==> config.mk <==
export PLATFORM = sky130hd
export DESIGN_NAME = lcd_bus_arbiter_flat
export DESIGN_NICKNAME = d
export VERILOG_FILES = /design/src/rtl/lcd_bus_arbiter_pkg.sv /design/src/rtl/lcd_bus_arbiter_if.sv /design/src/rtl/lcd_bus_arbiter_rr_pick.sv /design/src/rtl/lcd_bus_arbiter.sv /design/src/flat_wrapper.sv
export SDC_FILE = /design/constraint.sdc
export NUM_CORES = 1
export LEC_CHECK = 0
export BUFFER_PORTS_ARGS = -buffer_cell sky130_fd_sc_hd__clkbuf_2
export CAP_MARGIN = 20
export CORE_UTILIZATION = 45
export DETAILED_ROUTE_END_ITERATION = 16
export PLACE_DENSITY_LB_ADDON = 0.2
export SLEW_MARGIN = 20
export SYNTH_ARGS = -nofsm -noshare
export SYNTH_HDL_FRONTEND = slang
export SYNTH_SLANG_ARGS = --single-unit
==> constraint.sdc <==
create_clock -name clk -period 5.01 [get_ports clk]
set_clock_uncertainty 0.2 [all_clocks]
set_input_delay 1.002 -clock clk [delete_from_list [all_inputs] [get_ports clk]]
set_output_delay 1.002 -clock clk [all_outputs]
set_load 0.01 [all_outputs]
==> src/rtl/lcd_bus_arbiter_pkg.sv <==
// Shared types and defaults for the LCD write-port arbiter.
// State encoding is fixed so other blocks and debug probes can decode it.
package lcd_arb_pkg;

    typedef enum logic [1:0] {
        IDLE      = 2'd0,
        WAIT_DONE = 2'd1,
        ACK       = 2'd2
    } arb_state_e;

    localparam int DEF_N_REQ     = 8;
    localparam int DEF_MAX_BURST = 32;
    localparam int DEF_TIMEOUT   = 4096;
    localparam int DEF_CNT_W     = 12;
    localparam int LCD_ROWS      = 2;
    localparam int LCD_COLS      = 16;

endpackage

==> src/rtl/lcd_bus_arbiter_if.sv <==
// Requester-side and LCD-fsm-side signals of the shared LCD write port.
// slave = arbiter view, master = generators plus LCD fsm view.
interface lcd_bus_arbiter_if #(
    parameter int N_REQ = 8
);
    logic [N_REQ-1:0]   req;
    logic [N_REQ-1:0]   lock;
    logic [N_REQ-1:0]   req_dr;
    logic [8*N_REQ-1:0] req_db;
    logic [8*N_REQ-1:0] req_direc;
    logic [N_REQ-1:0]   gnt;
    logic [N_REQ-1:0]   ack;
    logic               err;
    logic               timeout_sticky;
    logic               lcd_wr;
    logic               lcd_dr;
    logic [7:0]         lcd_dbi;
    logic [7:0]         lcd_direc;
    logic               lcd_done;

    modport slave (
        input  req, lock, req_dr, req_db, req_direc, lcd_done,
        output gnt, ack, err, timeout_sticky, lcd_wr, lcd_dr, lcd_dbi, lcd_direc
    );

    modport master (
        output req, lock, req_dr, req_db, req_direc, lcd_done,
        input  gnt, ack, err, timeout_sticky, lcd_wr, lcd_dr, lcd_dbi, lcd_direc
    );
endinterface

==> src/rtl/lcd_bus_arbiter_rr_pick.sv <==
// Combinational round-robin picker: first set request strictly after
// rr_ptr_i, wrapping at N_REQ; rr_ptr_i itself is checked last.
module lcd_rr_pick #(
    parameter int N_REQ = 8,
    parameter int IDX_W = 3
) (
    input  logic [N_REQ-1:0] req_i,
    input  logic [IDX_W-1:0] rr_ptr_i,
    output logic             valid_o,
    output logic [IDX_W-1:0] winner_o
);
    // rot[j] is the request that sits j+1 places after the pointer
    logic [N_REQ-1:0] rot;

    for (genvar gi = 0; gi < N_REQ; gi++) begin : g_rot
        assign rot[gi] = req_i[IDX_W'((int'(rr_ptr_i) + 1 + gi) % N_REQ)];
    end

    always_comb begin
        int off;
        off = 0;
        for (int j = N_REQ - 1; j >= 0; j--) begin
            if (rot[j]) begin
                off = j;
            end
        end
        valid_o  = |req_i;
        winner_o = IDX_W'((int'(rr_ptr_i) + 1 + off) % N_REQ);
    end
endmodule

==> src/rtl/lcd_bus_arbiter.sv <==
// Round-robin arbiter with burst lock and done-timeout in front of the
// single LCD controller write port; one byte per grant.
module lcd_bus_arbiter
    import lcd_arb_pkg::*;
#(
    parameter int N_REQ     = DEF_N_REQ,
    parameter int MAX_BURST = DEF_MAX_BURST,
    parameter int TIMEOUT   = DEF_TIMEOUT,
    parameter int CNT_W     = DEF_CNT_W
) (
    input  logic             clk,
    input  logic             rst,
    lcd_bus_arbiter_if.slave bus
);
    localparam int IDX_W = (N_REQ > 1) ? $clog2(N_REQ) : 1;
    localparam int BST_W = $clog2(MAX_BURST + 1);

    arb_state_e       state_q;
    logic [IDX_W-1:0] owner_q, rr_ptr_q;
    logic [BST_W-1:0] burst_q;
    logic [CNT_W-1:0] cnt_q;
    logic [N_REQ-1:0] gnt_q, ack_q;
    logic             err_q, sticky_q, wr_q, dr_q;
    logic [7:0]       dbi_q, direc_q;

    logic [7:0]       db_arr    [N_REQ];
    logic [7:0]       direc_arr [N_REQ];
    logic             pick_valid, lock_hit;
    logic [IDX_W-1:0] pick_idx, winner;

    for (genvar gi = 0; gi < N_REQ; gi++) begin : g_slice
        assign db_arr[gi]    = bus.req_db[8*gi +: 8];
        assign direc_arr[gi] = bus.req_direc[8*gi +: 8];
    end

    lcd_rr_pick #(
        .N_REQ (N_REQ),
        .IDX_W (IDX_W)
    ) u_pick (
        .req_i    (bus.req),
        .rr_ptr_i (rr_ptr_q),
        .valid_o  (pick_valid),
        .winner_o (pick_idx)
    );

    // The owner keeps the port only while it still locks and is under the burst limit
    assign lock_hit = bus.lock[owner_q] & bus.req[owner_q] & (int'(burst_q) < MAX_BURST - 1);
    assign winner   = lock_hit ? owner_q : pick_idx;

    always_ff @(posedge clk) begin
        if (rst) begin
            state_q  <= IDLE;
            owner_q  <= '0;
            rr_ptr_q <= IDX_W'(N_REQ - 1);
            burst_q  <= '0;
            cnt_q    <= '0;
            gnt_q    <= '0;
            ack_q    <= '0;
            err_q    <= 1'b0;
            sticky_q <= 1'b0;
            wr_q     <= 1'b0;
            dr_q     <= 1'b0;
            dbi_q    <= '0;
            direc_q  <= '0;
        end else begin
            wr_q  <= 1'b0;
            ack_q <= '0;
            err_q <= 1'b0;
            case (state_q)
                IDLE: begin
                    if (pick_valid) begin
                        gnt_q    <= N_REQ'(1) << winner;
                        dr_q     <= bus.req_dr[winner];
                        dbi_q    <= db_arr[winner];
                        direc_q  <= direc_arr[winner];
                        wr_q     <= 1'b1;
                        owner_q  <= winner;
                        rr_ptr_q <= winner;
                        burst_q  <= lock_hit ? burst_q + 1'b1 : '0;
                        cnt_q    <= '0;
                        state_q  <= WAIT_DONE;
                    end
                end
                WAIT_DONE: begin
                    // done wins over a simultaneous terminal count
                    if (bus.lcd_done || cnt_q == CNT_W'(TIMEOUT - 1)) begin
                        ack_q   <= gnt_q;
                        gnt_q   <= '0;
                        dr_q    <= 1'b0;
                        dbi_q   <= '0;
                        direc_q <= '0;
                        state_q <= ACK;
                        if (!bus.lcd_done) begin
                            err_q    <= 1'b1;
                            sticky_q <= 1'b1;
                        end
                    end else begin
                        cnt_q <= cnt_q + 1'b1;
                    end
                end
                ACK: begin
                    cnt_q   <= '0;
                    state_q <= IDLE;
                end
                default: state_q <= IDLE;
            endcase
        end
    end

    assign bus.gnt            = gnt_q;
    assign bus.ack            = ack_q;
    assign bus.err            = err_q;
    assign bus.timeout_sticky = sticky_q;
    assign bus.lcd_wr         = wr_q;
    assign bus.lcd_dr         = dr_q;
    assign bus.lcd_dbi        = dbi_q;
    assign bus.lcd_direc      = direc_q;
endmodule
==> src/flat_wrapper.sv <==
// flat-port wrapper written by rule: the top's interface ports become plain ports
module lcd_bus_arbiter_flat import lcd_arb_pkg::*;
#(
    parameter int N_REQ     = DEF_N_REQ,
    parameter int MAX_BURST = DEF_MAX_BURST,
    parameter int TIMEOUT   = DEF_TIMEOUT,
    parameter int CNT_W     = DEF_CNT_W
)
  (clk, rst, bus_req, bus_lock, bus_req_dr, bus_req_db, bus_req_direc, bus_lcd_done, bus_gnt, bus_ack, bus_err, bus_timeout_sticky, bus_lcd_wr, bus_lcd_dr, bus_lcd_dbi, bus_lcd_direc);
  lcd_bus_arbiter_if #(.N_REQ(N_REQ)) bus_i ();
  input  logic clk;
  input  logic rst;
  input wire logic [$bits(bus_i.req)-1:0] bus_req;
  input wire logic [$bits(bus_i.lock)-1:0] bus_lock;
  input wire logic [$bits(bus_i.req_dr)-1:0] bus_req_dr;
  input wire logic [$bits(bus_i.req_db)-1:0] bus_req_db;
  input wire logic [$bits(bus_i.req_direc)-1:0] bus_req_direc;
  input wire logic [$bits(bus_i.lcd_done)-1:0] bus_lcd_done;
  output wire logic [$bits(bus_i.gnt)-1:0] bus_gnt;
  output wire logic [$bits(bus_i.ack)-1:0] bus_ack;
  output wire logic [$bits(bus_i.err)-1:0] bus_err;
  output wire logic [$bits(bus_i.timeout_sticky)-1:0] bus_timeout_sticky;
  output wire logic [$bits(bus_i.lcd_wr)-1:0] bus_lcd_wr;
  output wire logic [$bits(bus_i.lcd_dr)-1:0] bus_lcd_dr;
  output wire logic [$bits(bus_i.lcd_dbi)-1:0] bus_lcd_dbi;
  output wire logic [$bits(bus_i.lcd_direc)-1:0] bus_lcd_direc;
  assign bus_i.req = bus_req;
  assign bus_i.lock = bus_lock;
  assign bus_i.req_dr = bus_req_dr;
  assign bus_i.req_db = bus_req_db;
  assign bus_i.req_direc = bus_req_direc;
  assign bus_i.lcd_done = bus_lcd_done;
  assign bus_gnt = bus_i.gnt;
  assign bus_ack = bus_i.ack;
  assign bus_err = bus_i.err;
  assign bus_timeout_sticky = bus_i.timeout_sticky;
  assign bus_lcd_wr = bus_i.lcd_wr;
  assign bus_lcd_dr = bus_i.lcd_dr;
  assign bus_lcd_dbi = bus_i.lcd_dbi;
  assign bus_lcd_direc = bus_i.lcd_direc;
  lcd_bus_arbiter #(.N_REQ(N_REQ), .MAX_BURST(MAX_BURST), .TIMEOUT(TIMEOUT), .CNT_W(CNT_W)) u_core (.clk(clk), .rst(rst), .bus(bus_i));
endmodule
======== Word-level counts from Yosys, hierarchy flattened ========
Index checks and enable logic that the tools add are counted.
word-level totals
  bits of input ports ..................... 155
  register bits after elaboration ......... 62
  word-level logic and storage cells ...... 126
  output and inout port bits .............. 36
operators by class
  muxes and demuxes ....................... 64
  shift-type cells ........................ 1
  add/sub/neg operators ................... 11
  equal/unequal tests ..................... 6
  bitwise operators ....................... 7
  reduce and logical (&&, ||, !) cells .... 12
  $lt $le $gt $ge ......................... 12
operators with widths
  operator                 number
  $mux W8                  8
  $bmux W8 S3              2
  $pmux W8 S2              3
  $lt A3 B5 Y1 const B     8
  $pmux W12 S3             1
  $bmux W1 S3              11
  $mux W3                  9
  $mux W12                 2
  $mux W1                  23
  $add A12 B1 Y12 const B  1
  $add A3 B3 Y3 const B    4
  $eq A12 B12 Y1 const B   1
  $reduce_and A3 Y1        3
  $lt A3 B4 Y1 const B     2
  $reduce_or A8 Y1         1
  $shl A1 B3 Y8 const A    1
  $add A3 B1 Y3 const B    2
  $add A3 B2 Y3 const B    2
  $add A6 B1 Y6 const B    1
  $lt A6 B5 Y1 const B     1
  $mux W6                  1
  $ge A4 B4 Y1 const B     1
  $mux W2                  2
  $ne A2 B1 Y1 const B     2
  16 further kinds         21

======== Depth between registers and ports, before layout ========
Gate-level depths: netlist of the first run.
  depth after elaboration ................. 21
  depth in mapped cells ................... 18
  mapped depth without buffers ............ 14

======== By module ========
Synthesis of the first run repeated with hierarchy kept, for this count alone.
second synthesis, totals
  cells, all modules ...................... 424
  area, all modules ....................... 3935.0 um^2
modules (own cells, without submodules)
  module           cells an instance  times used  area each (um^2)  sequential area each (um^2)
  lcd_bus_arbiter  373                1           3355.7            1241.2
  lcd_rr_pick      51                 1           579.3             0.0

======== Least setup slack after synthesis of the first run ========
OpenSTA, ideal clock, no wires.
  kind .................................... register -> register
  start ................................... register u_core.rr_ptr_q[0]
  end ..................................... register u_core.dbi_q[4], in the netlist u_core.bus.lcd_dbi[4]
  path slack .............................. 791 ps
  arrival time ............................ 3898 ps
  stages on the path, launching flop included .. 18
  period minus slack after synthesis ...... 4219 ps
  buffers on the path ..................... 3
  setup time .............................. 121 ps
  cell sequence ........................... dfxtp_1 buf_6 inv_1 ha_1 buf_4 mux4_2 mux2_2 a21oi_1 o22ai_1 and3_1 ha_1 fa_1 o21ai_0 o21ai_0 clkbuf_1 mux4_2 a32oi_1 nand2_1
between the ends
  cells in the longest elaborated chain, start to end .. 21
  elaborated cells on any way between the ends .. 48
  classes of those cells .................. 9 x add/sub; 38 x mux; 1 x bitwise
RTL lines
  what                                          line                                                          source
  start: declaration                            lcd_bus_arbiter.sv:19                                         logic [IDX_W-1:0] owner_q, rr_ptr_q;
  start signal: assignment                      lcd_bus_arbiter.sv:54                                         rr_ptr_q <= IDX_W'(N_REQ - 1);
  start signal: assignment                      lcd_bus_arbiter.sv:78                                         rr_ptr_q <= winner;
  $add A3 B1 Y3 *                               lcd_bus_arbiter_rr_pick.sv:16, lcd_bus_arbiter_rr_pick.sv:28
  $add A3 B1 Y3                                 lcd_bus_arbiter_rr_pick.sv:16                                 assign rot[gi] = req_i[IDX_W'((int'(rr_ptr_i) + 1 + gi) % N_REQ)];
  $bmux W1 S3                                   lcd_bus_arbiter_rr_pick.sv:16
  $mux W1 (not written as such) (2 in a row)    lcd_bus_arbiter_rr_pick.sv:16
  $mux W3 (8 in a row)                          lcd_bus_arbiter_rr_pick.sv:23                                 if (rot[j]) begin
  $add A3 B3 Y3 *                               lcd_bus_arbiter_rr_pick.sv:28                                 winner_o = IDX_W'((int'(rr_ptr_i) + 1 + off) % N_REQ);
  $mux W3 *                                     lcd_bus_arbiter.sv:48                                         assign winner = lock_hit ? owner_q : pick_idx;
  $not A3 Y4 (not written as such) *            lcd_bus_arbiter.sv:74                                         dbi_q <= db_arr[winner];
  $bmux W8 S3 *                                 lcd_bus_arbiter.sv:74
  $mux W8 (not written as such) * (2 in a row)  lcd_bus_arbiter.sv:74
  $mux W8 *                                     lcd_bus_arbiter.sv:71                                         if (pick_valid) begin
  $pmux W8 S2 *                                 lcd_bus_arbiter.sv:69                                         case (state_q)
  end signal: assignment                        lcd_bus_arbiter.sv:74
  end: declaration                              lcd_bus_arbiter.sv:24                                         logic [7:0] dbi_q, direc_q;
Mark *: on every way between the ends. The rest lies on a longest branch, timed or not. The select of a mux whose other input is x is not followed.
A chain may end at the register's enable or synchronous reset.

======== Worst setup path after layout of the first run ========
  start ................................... register u_core.rr_ptr_q[0]
  end ..................................... register u_core.dbi_q[5], in the netlist u_core.bus.lcd_dbi[5]
The elaborated chain is that of the path after synthesis.

==> results of run 1 <==
==> cells in the final DEF (no fill, tap or decap), drive strengths merged, types with 2 or more instances in the layout <==
cell and count:
and2 11, a41oi 2, clkbuf 200, and3 4
a32o 2, xor2 12, nor2 26, nor3 3
nand3 5, a21o 2, o21ai 7, nor4 6
clkinv 2, nand2 66, buf 8, and4 2
a32oi 19, dfxtp 62, xnor2 7, o22ai 2
mux4 27, mux2i 24, inv 6, nand4 8
nor4b 4, clkinvlp 2, mux2 23, bufinv 2
or4 3, a21oi 11, o2111ai 17, ha 5
==> power breakdown <==
part	switching (W)	internal (W)
Clock	0.000192	0.000292
Sequential	0.0000771	0.000599
Combinational	0.00176	0.00160
Total	0.00203	0.00249
==> critical path, stage by stage, from the launching register on <==
cell and delay, ns:
sky130_fd_sc_hd__dfxtp_1 0.33, sky130_fd_sc_hd__inv_1 0.06, sky130_fd_sc_hd__ha_1 0.56, sky130_fd_sc_hd__mux4_2 0.64, sky130_fd_sc_hd__nor4b_1 0.38, sky130_fd_sc_hd__nor4_1 0.15, sky130_fd_sc_hd__a21o_1 0.17, sky130_fd_sc_hd__a21boi_0 0.30
sky130_fd_sc_hd__fa_1 0.47, sky130_fd_sc_hd__o21ai_0 0.15, sky130_fd_sc_hd__o21ai_4 0.35, sky130_fd_sc_hd__mux4_2 0.40, sky130_fd_sc_hd__a32oi_1 0.22, sky130_fd_sc_hd__nand2_1 0.08
==> path summary, 6_finish.rpt <==
kind	cells past startpoint	start	to	slack, ns
hold / removal	1	u_core.bus.timeout_sticky$_SDFFE_PP0P_	u_core.bus.timeout_sticky$_SDFFE_PP0P_	0.27
hold reg to reg	1	u_core.bus.timeout_sticky$_SDFFE_PP0P_	u_core.bus.timeout_sticky$_SDFFE_PP0P_	0.27
setup reg to reg	13	u_core.rr_ptr_q[0]$_SDFFE_PP1P_	u_core.bus.lcd_dbi[5]$_SDFFE_PP0P_	0.43
setup / recovery	13	u_core.rr_ptr_q[0]$_SDFFE_PP1P_	u_core.bus.lcd_dbi[5]$_SDFFE_PP0P_	0.43
==> sequential cells by signal (all words and copies together) (netlist names) <==
signal                     cells
u_core.owner_q                 3
u_core.bus.err                 1
u_core.burst_q                 6
u_core.bus.ack                 8
u_core.bus.timeout_sticky      1
u_core.bus.lcd_direc           8
u_core.cnt_q                  12
u_core.bus.gnt                 8
u_core.state_q                 2
u_core.bus.lcd_dr              1
u_core.bus.lcd_wr              1
u_core.bus.lcd_dbi             8
u_core.rr_ptr_q                3
==> kinds of logic after synthesis <==
| group | Yosys count | share of synthesized area [%] |
|---|---|---|
| adders and majority gates | 6 | 2.04 |
| xor gates and xnor gates | 20 | 4.86 |
| DFF | 62 | 30.7 |
| buffers and inverters | 36 | 5.01 |
| AOI/OAI and AO/OA | 68 | 13.3 |
| muxes | 74 | 27.7 |
| and+or+nand+nor | 141 | 16.5 |
==> through the flow <==
stage / setup WS, ns / cells
after global placement: 0.444 / 683
final: 0.429 / 699
after CTS: 0.446 / 699
after detailed placement: 0.326 / 683
after floorplan: 0.791 / 407
after global routing: 0.153 / 699
==> Yosys cell counts (all sizes together) (11+ instances only) <==
library cell,number,area [um^2]
nand2,66,248
o2111ai,17,149
a32oi,19,166
clkbuf,13,48.8
and2,11,68.8
xor2,12,105
dfxtp,62,1240
mux2,23,263
buf,17,131
nor2,26,97.6
mux2i,24,240
mux4,27,616
a21oi,11,55.1
==> routing by layer <==
layer,global-route usage [%],up-vias,part of all wire [%]
met5,0,-,0
met4,10.1,0,2.1
met3,4.48,16,4.5
met2,41.5,133,52
met1,28.6,1873,42
li1,-,1907,-
==> cell type report <==
type	instances	area share (%)
clock buffer	10	2.61
clock inverter	6	1.61
inverter	6	0.426
multi-input combinational	309	49.7
sequential	62	23.5
tap	108	2.56
timing repair buffer	198	19.6
==> impl_metrics.json, run 1 <==
{
  "maximum_vdd_drop_v": 0.000769,
  "critPathMaxFanout": 37,
  "final.setup.tns_ns": 0,
  "syn_to_final_growth_pct": 30.6,
  "postRouteWirelength_um": 11200,
  "power.static_leakage_nw": 2.42,
  "ys_types": 49,
  "avgSynthCellArea_um2": 9.94,
  "design.final.nets": 747,
  "multi_input_comb_area_mm2": 0.00262,
  "max_freq_mhz": 218,
  "tritoncts": "done",
  "arrival_ns": 4.59,
  "register_clock_pin_slew_on_the_reported_worst_setup_and_hold_paths_ns": 0.07,
  "cts-resized-gates": 0,
  "finish.instance_area_mm2": 0.00528,
  "final.min_clock_period_ns": 4.58,
  "criticalPathCategory": "reg2reg",
  "route.antenna.remaining_nets": 0,
  "numPortBuffers": 190,
  "n_antenna_cell": 0,
  "finalMaxSlewViolations": 0,
  "place.detailed.hpwl_um": 8820,
  "final.hold.worst_slack_ns": 0.268,
  "core_area_mm2": 0.00872,
  "slew_headroom_pct": 30.4,
  "layout_cell_share_with_drive_strength_beyond_1_pct": 44.8,
  "sequential_cell_area_fraction_in_the_yosys_report_pct": 30.7,
  "dr.first_iter.drc_count": 134,
  "clkSinkCount": 62,
  "synth.yosys.warnings": 0,
  "placement_rows": 34,
  "number_of_global_route_vias_before_repair": 3809,
  "synth_flop_cell": "sky130_fd_sc_hd__dfxtp_1",
  "cts_hold_buf": 0,
  "die_area_mm2": 0.00937,
  "synth_enable_flop_cells": 0,
  "gr-usage-all-layers_pct": 23.8,
  "async_reset_ff_share_pct": 0,
  "cts_setup_buffers": 0,
  "grt_max_degree": 38,
  "total_power_w": 0.00452,
  "critical_path.endpoint_type": "flip-flop",
  "synth_cells": 407,
  "fill_cells": 757,
  "cts-htree-levels": 3,
  "drc": 0,
  "syn_area_mm2": 0.00405,
  "cts_root_buf": "sky130_fd_sc_hd__clkbuf_8",
  "outcome": "completed",
  "hold_viol_final": 0,
  "drtPass1Iterations": 4,
  "cts.path.max_buffers": 2,
  "category_of_the_worst_setup_path_launch_point": "flip-flop",
  "period_utilization_pct": 91.4,
  "tightestPinTransition_ns": 1.04,
  "synth.net_count": 568,
  "final_core_util_pct": 60.6,
  "grt_overflow": 0,
  "clock_latency_ns": 0.33,
  "register_area_mm2": 0.00124,
  "dieWidth_um": 96.8,
  "worst_ep_required_time_ns": 5.01,
  "max_cap_violations": 0,
  "placed_cell_area_mm2": 0.00506,
  "ioPinCount": 191,
  "initial_antenna_violation_count": 0,
  "grt_first_pass_wirelength_um": 18100,
  "drt-wirelength-per-cell_um": 16.1,
  "num_vias": 3929,
  "cts_buffers": 9,
  "vias_per_cell": 5.62,
  "synth_seq_cells": 62,
  "timing.hold.worst.class": "reg2reg",
  "finalSetupViolCount": 0,
  "power.density_cell_area_mw_per_mm2": 856,
  "place.gp.congestion": 0.825,
  "initial_cell_density_of_the_core_pct": 46.4,
  "grt_setup_unrepaired": "false",
  "dieHeight_um": 96.8
}
(Power assumes the default switching activity.)
==> run 2, diff against run 1 <==
PLACE_DENSITY = 0.89   (was not set)
PLACE_DENSITY_LB_ADDON = not set   (was 0.2)
==> impl_metrics.json, run 2 (same netlist as run 1, synthesis figures left out) <==
{
  "critical_path.endpoint_type": "flip-flop",
  "switching_share_pct": 46.0,
  "tightestPinTransition_ns": 0.953,
  "dr.first_iter.drc_count": 174,
  "gr-usage-all-layers_pct": 24.9,
  "power.static_leakage_nw": 2.42,
  "finalSetupViolCount": 0,
  "combinationalPowerShare_pct": 73.7,
  "cts_buffers": 9,
  "grt_max_degree": 41,
  "multi_input_comb_area_mm2": 0.00262,
  "cts_root_buf": "sky130_fd_sc_hd__clkbuf_8",
  "finalMaxSlewViolations": 0,
  "layout_cell_share_with_drive_strength_beyond_1_pct": 44.9,
  "timing.hold.worst.class": "reg2reg",
  "seq_power_share_pct": 15.2,
  "criticalPathCategory": "reg2reg",
  "regMostFlops": "u_core.cnt_q",
  "max_freq_mhz": 220,
  "finish.instance_area_mm2": 0.00526,
  "hold_start": "u_core.bus.timeout_sticky$_SDFFE_PP0P_",
  "hold_viol_final": 0,
  "share_clk_of_total_power_pct": 11.2,
  "dieHeight_um": 96.8,
  "register_area_mm2": 0.00124,
  "worst_setup_path_startpoint": "u_core.rr_ptr_q[0]$_SDFFE_PP1P_",
  "n_antenna_cell": 0,
  "mostFrequentLayoutCell": "sky130_fd_sc_hd__clkbuf_2",
  "ioPinCount": 191,
  "critPathMaxFanout": 35,
  "period_utilization_pct": 90.8,
  "cts_setup_buffers": 0,
  "slew_headroom_pct": 36.2,
  "drtPass1Iterations": 5,
  "cts.path.max_buffers": 2,
  "place.detailed.hpwl_um": 9170,
  "power.density_cell_area_mw_per_mm2": 849,
  "postRouteWirelength_um": 11800,
  "final_core_util_pct": 60.3,
  "category_of_the_worst_setup_path_launch_point": "flip-flop",
  "fill_cells": 686,
  "route.antenna.remaining_nets": 0,
  "core_area_mm2": 0.00872,
  "switchingPower_w": 0.00206,
  "register_clock_pin_slew_on_the_reported_worst_setup_and_hold_paths_ns": 0.07,
  "number_of_global_route_vias_before_repair": 4232,
  "design.final.nets": 748,
  "drc": 0,
  "cts_hold_buf": 0,
  "initial_cell_density_of_the_core_pct": 46.4,
  "largest_register_ff_count": 12,
  "dieWidth_um": 96.8,
  "clkSinkCount": 62,
  "worstReg2RegStart": "u_core.rr_ptr_q[0]$_SDFFE_PP1P_",
  "maximum_vdd_drop_v": 0.000805,
  "final.setup.tns_ns": 0,
  "outcome": "completed",
  "cts-htree-levels": 3,
  "place.gp.congestion": 0.840,
  "vias_per_cell": 5.79,
  "cts-resized-gates": 0,
  "placed_cell_area_mm2": 0.00504,
  "grt_overflow": 0,
  "initial_antenna_violation_count": 0,
  "num_vias": 4050,
  "numPortBuffers": 190,
  "clock_latency_ns": 0.34,
  "worst_ep_required_time_ns": 5.04,
  "tritoncts": "done",
  "syn_to_final_growth_pct": 30.1,
  "grt_first_pass_wirelength_um": 18900,
  "max_cap_violations": 0,
  "placement_rows": 34,
  "arrival_ns": 4.58,
  "total_power_w": 0.00447,
  "drt-wirelength-per-cell_um": 16.8,
  "layout.cells.most_common_list": "sky130_fd_sc_hd__clkbuf_2, sky130_fd_sc_hd__nand2_1, sky130_fd_sc_hd__dfxtp_1",
  "grt_setup_unrepaired": "false",
  "die_area_mm2": 0.00937,
  "power_report.internal_total_w": 0.00241,
  "final.min_clock_period_ns": 4.55
}
run 2: power by group through the flow:
stage	combinational (W)	sequential, W	clock [W]
finish	0.00329	0.000678	0.000499
global route	0.00354	0.000685	0.000526
CTS	0.00328	0.000675	0.000502
detailed placement	0.00327	0.000682	0
global placement	0.00315	0.000682	0
floorplan	0.00274	0.000689	0
run 2: per-stage QoR:
step,std cells,hold WS [ns],setup WS [ns]
2_1_floorplan,407,0.249,0.791
3_3_place_gp,684,0.239,0.480
3_5_place_dp,684,0.246,0.193
4_1_cts,700,0.263,0.485
5_1_grt,700,0.285,0.283
6_report,700,0.261,0.460
run 2: final cells by class:
type | count | area share, %
clock buffers | 10 | 2.62
multi-input cells | 309 | 49.8
well taps | 108 | 2.57
inverters | 6 | 0.428
repair buffers | 199 | 19.4
flip-flops and latches | 62 | 23.6
clock inverters | 6 | 1.62
run 2: worst paths after layout:
path / end / slack, ns / cells after the start
min reg2reg: u_core.bus.timeout_sticky$_SDFFE_PP0P_ / 0.26 / 1
max: u_core.bus.lcd_dbi[2]$_SDFFE_PP0P_ / 0.46 / 13
min: u_core.bus.timeout_sticky$_SDFFE_PP0P_ / 0.26 / 1
max reg2reg: u_core.bus.lcd_dbi[2]$_SDFFE_PP0P_ / 0.46 / 13
run 2: metal layers:
| layer | share of wire [%] | vias up | GRT usage, % | wire, um |
|---|---|---|---|---|
| met4 | 3.9 | 0 | 13.2 | 461 |
| met2 | 54 | 207 | 45.9 | 6350 |
| met5 | 0 | - | 0 | 0 |
| met1 | 35 | 1882 | 25.3 | 4170 |
| li1 | - | 1913 | - | - |
| met3 | 6.8 | 48 | 6.86 | 797 |
run 2: worst max-delay path, stage by stage, from the launching register on:
cell                       delay (ns)
sky130_fd_sc_hd__dfxtp_1         0.33
sky130_fd_sc_hd__inv_1           0.06
sky130_fd_sc_hd__ha_1            0.43
sky130_fd_sc_hd__buf_4           0.21
sky130_fd_sc_hd__mux4_1          0.42
sky130_fd_sc_hd__nor4b_1         0.47
sky130_fd_sc_hd__or4_1           0.23
sky130_fd_sc_hd__a21boi_0        0.37
sky130_fd_sc_hd__fa_1            0.49
sky130_fd_sc_hd__o21ai_0         0.16
sky130_fd_sc_hd__o21ai_4         0.34
sky130_fd_sc_hd__mux4_2          0.38
sky130_fd_sc_hd__a32oi_1         0.25
sky130_fd_sc_hd__nand2_1         0.07
